$ cat config.mk
export PLATFORM = sky130hd
export DESIGN_NAME = rf68000_biu
export DESIGN_NICKNAME = d
export VERILOG_FILES = /design/src/rtl/rf68000_biu_pkg.sv /design/src/rtl/edge_det.sv /design/src/rtl/rf68000_biu.sv
export SDC_FILE = /design/constraint.sdc
export NUM_CORES = 1
export LEC_CHECK = 0
export CAP_MARGIN = 20
export CORE_MARGIN = 2
export CORE_UTILIZATION = 46
export DETAILED_ROUTE_END_ITERATION = 6
export PLACE_DENSITY = 0.86
export SYNTH_ARGS = -nofsm -noshare
export SYNTH_HDL_FRONTEND = slang
export SYNTH_SLANG_ARGS = --single-unit
$ cat constraint.sdc
create_clock -name clk_i -period 2.3 [get_ports clk_i]
set_input_delay 0.46 -clock clk_i [delete_from_list [all_inputs] [get_ports clk_i]]
set_output_delay 0.46 -clock clk_i [all_outputs]
set_load 0.01 [all_outputs]
$ cat src/rtl/rf68000_biu_pkg.sv
// rf68000_biu_pkg: FSM states, response status codes and the latched request record.
package rf68000_biu_pkg;
  typedef enum logic [1:0] {IDLE, ISSUE, WAIT, RECOVER} biu_state_e;
  typedef enum logic [1:0] {
    ST_OK      = 2'b00,
    ST_BUSERR  = 2'b01,
    ST_PGFAULT = 2'b10,
    ST_TIMEOUT = 2'b11
  } biu_status_e;
  typedef struct packed {
    logic        we;
    logic [2:0]  fc;
    logic [3:0]  sel;
    logic [31:0] adr;
    logic [31:0] dat;
    logic        ios;
  } biu_req_t;
endpackage

$ cat src/rtl/edge_det.sv
// edge_det: rising-edge detector; pe is high for the cycle in which i first reads 1.
module edge_det (
  input  logic clk_i,
  input  logic rst_i,
  input  logic i,
  output logic pe
);
  logic q;
  always_ff @(posedge clk_i) q <= rst_i ? 1'b0 : i;
  assign pe = i & ~q;
endmodule

$ cat src/rtl/rf68000_biu.sv
// rf68000_biu: single-request bus initiator turning MMU stalls into fault/timeout status.
// Define RF68000_BIU_RETRY_EN to retry err_i-terminated cycles up to MAX_RETRY times.
module rf68000_biu #(
  parameter int TIMEOUT   = 1024,
  parameter int MAX_RETRY = 3
) (
  input  logic        clk_i,
  input  logic        rst_i,
  input  logic        req_i,
  input  logic        req_we_i,
  input  logic [2:0]  req_fc_i,
  input  logic [3:0]  req_sel_i,
  input  logic [31:0] req_adr_i,
  input  logic [31:0] req_dat_i,
  input  logic        req_ios_i,
  output logic        busy_o,
  output logic        done_o,
  output logic [31:0] resp_dat_o,
  output logic [1:0]  resp_st_o,
  output logic        resp_vpa_o,
  output logic [2:0]  fc_o,
  output logic        cyc_o,
  output logic        stb_o,
  output logic        we_o,
  output logic [3:0]  sel_o,
  output logic [31:0] adr_o,
  output logic [31:0] dat_o,
  output logic        ios_o,
  input  logic        ack_i,
  input  logic        err_i,
  input  logic        vpa_i,
  input  logic [31:0] dat_i,
  input  logic        page_fault_i
);
  import rf68000_biu_pkg::*;
  localparam int TW = TIMEOUT > 1 ? $clog2(TIMEOUT) : 1;
  biu_state_e state, state_d;
  biu_status_e st;
  biu_req_t rq;
  logic [TW-1:0] tcnt;
  logic pf_pe, tmo, term, retry, again;
  edge_det u_pf (.clk_i(clk_i), .rst_i(rst_i), .i(page_fault_i), .pe(pf_pe));
`ifdef RF68000_BIU_RETRY_EN
  localparam int RW = $clog2(MAX_RETRY + 2);
  logic [RW-1:0] rcnt;
  assign retry = err_i && (rcnt < RW'(MAX_RETRY));
  always_ff @(posedge clk_i) begin
    if (rst_i || state == IDLE) begin
      rcnt  <= '0;
      again <= 1'b0;
    end else if (state == WAIT && retry) begin
      rcnt  <= rcnt + 1'b1;
      again <= 1'b1;
    end else if (state == ISSUE) again <= 1'b0;
  end
`else
  assign again = 1'b0;
  assign retry = 1'b0 && MAX_RETRY > 0;
`endif
  assign tmo  = (TIMEOUT != 0) && (tcnt == TW'(TIMEOUT - 1));
  assign term = err_i || pf_pe || vpa_i || ack_i || tmo;
  assign st   = err_i ? ST_BUSERR : pf_pe ? ST_PGFAULT : (vpa_i || ack_i) ? ST_OK : ST_TIMEOUT;
  always_comb begin
    state_d = state;
    state_d = (state == IDLE)  ? (req_i ? ISSUE : IDLE) :
              (state == ISSUE) ? WAIT :
              (state == WAIT)  ? (term ? RECOVER : WAIT) :
              (ack_i || err_i || vpa_i) ? RECOVER : again ? ISSUE : IDLE;
  end
  always_ff @(posedge clk_i) state <= rst_i ? IDLE : state_d;
  always_ff @(posedge clk_i) begin
    if (rst_i) begin
      {busy_o, done_o, resp_dat_o, resp_st_o, resp_vpa_o} <= '0;
      {fc_o, cyc_o, stb_o, we_o, sel_o, adr_o, dat_o, ios_o} <= '0;
      rq   <= '0;
      tcnt <= '0;
    end else begin
      done_o <= 1'b0;
      if (state == IDLE && req_i) begin
        rq <= '{we: req_we_i, fc: req_fc_i, sel: req_sel_i, adr: req_adr_i, dat: req_dat_i, ios: req_ios_i};
        busy_o <= 1'b1;
      end
      if (state == ISSUE) begin
        {cyc_o, stb_o} <= 2'b11;
        {we_o, fc_o, sel_o, adr_o, dat_o, ios_o} <= {rq.we, rq.fc, rq.sel, rq.adr, rq.dat, rq.ios};
        tcnt <= '0;
      end
      if (state == WAIT) tcnt <= tcnt + 1'b1;
      if (state == WAIT && term) begin
        {cyc_o, stb_o, sel_o} <= '0;
        if (!retry) begin
          done_o     <= 1'b1;
          resp_st_o  <= st;
          resp_vpa_o <= (st == ST_OK) && vpa_i;
          // autovector cycles carry no data; only a plain read ack is captured
          if (st == ST_OK && !vpa_i && !rq.we) resp_dat_o <= dat_i;
        end
      end
      if (state == RECOVER && state_d == IDLE) busy_o <= 1'b0;
    end
  end
endmodule
==> flow_summary_export.csv <==
group,metric,value,unit
run_status,outcome,"completed",
floorplanning,start_util,0.4674,
setup_path,worstSetupStartpoint,"state[0]",
setup_path,crit_type,"flip-flop to flip-flop",
sta,fmax,531.7,MHz
cells_and_area,areaGrowthSynthToFinish,42.65,%
cells_and_area,layout_commonest_cell,"clkdlybuf4s50_1",
detailed_routing,vias,6031,
yosys,synth_top_flop_cell,"dfxtp_1",
place,dp_hpwl,12.13,mm
setup_path,cpPeakStageDelay,0.51,ns
floorplanning,row_count,45,
place,placed_area,9488,um2
yosys,synth_edf_count,0,
global_routing,antenna_found_initial,1,
detailed_routing,drt_pre_antenna_iters,4,
setup_path,cp_cell_sequence,"inv_1 -> ha_1 -> nand3b_1 -> or4_1 -> buf_12 -> nand2_1 -> a21oi_1",
clock_network,postCtsHoldBufs,0,
clock_network,clock_latency,0.43,ns
sta,grt_setup_unrepaired,"no",
yosys,synth_nets,914,
detailed_routing,wl_per_cell,14.73,um
setup_path,cp-endpoint,"resp_dat_o[11]",
clock_network,cts_buffer_depth,2,
detailed_routing,finalWirelength,17.68,mm
place,io_buffer_count,223,
global_routing,busiest_layer,"met2",
sta,whs,0.3870,ns
setup_path,crit_path_top_delay_cell,"or4_1",
sta,worstMarginPinSlew,0.4394,ns
sta,setup_tns,0,ns
setup_path,reg2reg_from,"state[0]",
clock_network,cts-root-buf,"clkbuf_16",
floorplanning,coreArea,15090,um2
pwr,p_per_area,761.3,nW/um2
setup_path,rrSetupSlack,0.42,ns
setup_path,crit_required,2.59,ns
global_routing,grt_use_met3,0.06594,
global_routing,first_global_vias,5779,
sta,period_needed,1.881,ns
floorplanning,fp.dieH,127.8,um
setup_path,reg2reg_to,"resp_dat_o[11]",
clock_network,cts_tree,"yes",
global_routing,gr-total-overflow,0,
yosys,syn_area_per_cell,8.849,um2
setup_path,setup.worst_path.end_class,"flip-flop",
detailed_routing,viasPerCell,5.026,
sta,setup_viol,0,
floorplanning,die_w,127.8,um
global_routing,grtUsageTotal,0.2157,
clock_network,h-tree-depth,4,
yosys,synthDistinctLibCells,35,
yosys,ys_async_sr_fraction,0,
yosys,postSynthCellCount,797,
place,place.gp.congestion,0.7712,
detailed_routing,drc,0,
pwr,leakage,3.665,nW
sta,period_share,0.8177,
clock_network,post-cts-setup-buffers,0,
cells_and_area,drive_gt1_frac,0.05045,
yosys,syn_area,7053,um2
global_routing,grtUsageMet2,0.3718,
yosys,yosysWarningCount,0,
global_routing,grt_start_max_net_pins,60,
clock_network,cts.clk_slew.worst_paths,0.07,ns
sta,hold_viol_final,0,
sta,report.final.slew_viol_count,0,
hold_path,worst_hold_path_type,"primary input to flip-flop",
setup_path,cp-start-kind,"flip-flop",
setup_path,cp_max_fo,32,
floorplanning,die_area,16340,um2
detailed_routing,ant_nets,0,
setup_path,worst-r2r-cell-count,7,
pwr,peakVddDrop,0.0005319,V
floorplanning,ioPinCount,224,
clock_network,cts_made_buffers,17,
flow_run,cap_violations,0,
yosys,yosysSeqAreaShare,0.5592,
yosys,ys_ff_latch,197,
clock_network,clock_sinks,197,
sta,slew_headroom,0.7044,
detailed_routing,drtIter0Drc,352,
global_routing,grt_first_pass_wirelength,27.97,mm
cells_and_area,final_cell_mix,"222 x clkdlybuf4s50_1, 215 x nand2_1, 197 x dfxtp_1",
cells_and_area,final_area,10060,um2
setup_path,arrival,2.17,ns
cells_and_area,final_net_count,1115,
clock_network,postCtsResizedCells,0,
sta,finalClockSkew,0.01038,ns
pwr,finalPower,7.659,mW
global_routing,met1_usage,0.2546,
==> cells in the mapped netlist, drive strengths merged, types with 6 or more instances <==
| master | count | area [um2] |
|---|---|---|
| buf | 26 | 142.6 |
| mux2i | 74 | 740.7 |
| nand2 | 216 | 810.8 |
| clkbuf | 29 | 108.9 |
| a21oi | 113 | 565.5 |
| nor2 | 80 | 300.3 |
| nor3 | 9 | 45.04 |
| inv | 6 | 22.52 |
| dfxtp | 197 | 3944 |
==> layer usage <==
| layer | routed length, um | vias up |
|---|---|---|
| met4 | 299 | 0 |
| met2 | 8528 | 199 |
| met5 | 0 | - |
| met1 | 7520 | 2784 |
| li1 | - | 3023 |
| met3 | 1327 | 25 |
==> sequential cells by signal, summed over array words and instances, names as in the netlist <==
| name | flops |
|---|---|
| ios_o | 1 |
| resp_st_o | 2 |
| dat_o | 32 |
| rq | 73 |
| u_pf.q | 1 |
| done_o | 1 |
| sel_o | 4 |
| adr_o | 32 |
| state | 2 |
| we_o | 1 |
| resp_vpa_o | 1 |
| busy_o | 1 |
| stb_o | 1 |
| tcnt | 10 |
| fc_o | 3 |
| resp_dat_o | 32 |
==> worst min-delay path by stage <==
| stage | startpoint | end | slack (ns) | depth (start not counted) |
|---|---|---|---|---|
| final | rst_i | dat_o[12] | 0.39 | 2 |
| after CTS | rst_i | dat_o[18] | 0.38 | 2 |
| after global placement | resp_dat_o[3] | resp_dat_o[3] | 0.44 | 2 |
| after detailed placement | resp_dat_o[2] | resp_dat_o[2] | 0.45 | 2 |
| after floorplan | rq[0] | rq[0] | 0.44 | 2 |
| after global routing | rst_i | dat_o[10] | 0.38 | 2 |
==> final cells by class <==
cell class,count,area [um2]
timing repair buffer,237,2426
sequential,197,3944
tap,188,235.2
clock buffer,21,470.5
multi-input combinational,539,2860
clock inverter,11,100.1
antenna,1,2.502
fill,1202,5029
inverter,6,22.52
==> stage by stage <==
| step | instances | setup slack [ns] | utilization |
|---|---|---|---|
| after global routing | 1199 | 0.3259 | 0.6666 |
| after CTS | 1199 | 0.4218 | 0.6666 |
| after detailed placement | 1167 | 0.1154 | 0.6288 |
| after global placement | 1167 | 0.1870 | 0.6288 |
| final | 1200 | 0.4192 | 0.6668 |
| after floorplan | 797 | 0.7220 | - |
==> worst max-delay path, delay by kind of cell (launching register included) <==
family / cells / cell delay [ns]
AOI/OAI and AO/OA: 1 / 0.07
adders and majority gates: 1 / 0.23
buffers and inverters: 2 / 0.31
DFF: 1 / 0.36
and+or+nand+nor: 3 / 0.77
==> cell families (layout without fill, tap and decap cells) <==
group	Yosys count	count (layout)	synth area share
AO/OA/AOI/OAI	125	125	0.09189
XOR/XNOR	7	7	0.008693
adder cells (fa/ha/maj)	5	5	0.008870
buffers and inverters	61	275	0.03885
flip-flops	197	197	0.5592
multiplexers	74	74	0.1050
other	0	1	0
AND/OR/NAND/NOR	328	328	0.1875
==> report_power, final <==
group / internal (mW) / switching, mW / total (mW)
clock: 1.58 / 1.27 / 2.86
combinational: 0.557 / 0.555 / 1.11
sequential: 3.59 / 0.100 / 3.69
total: 5.73 / 1.93 / 7.66
Power figures use the tool's default switching activity.
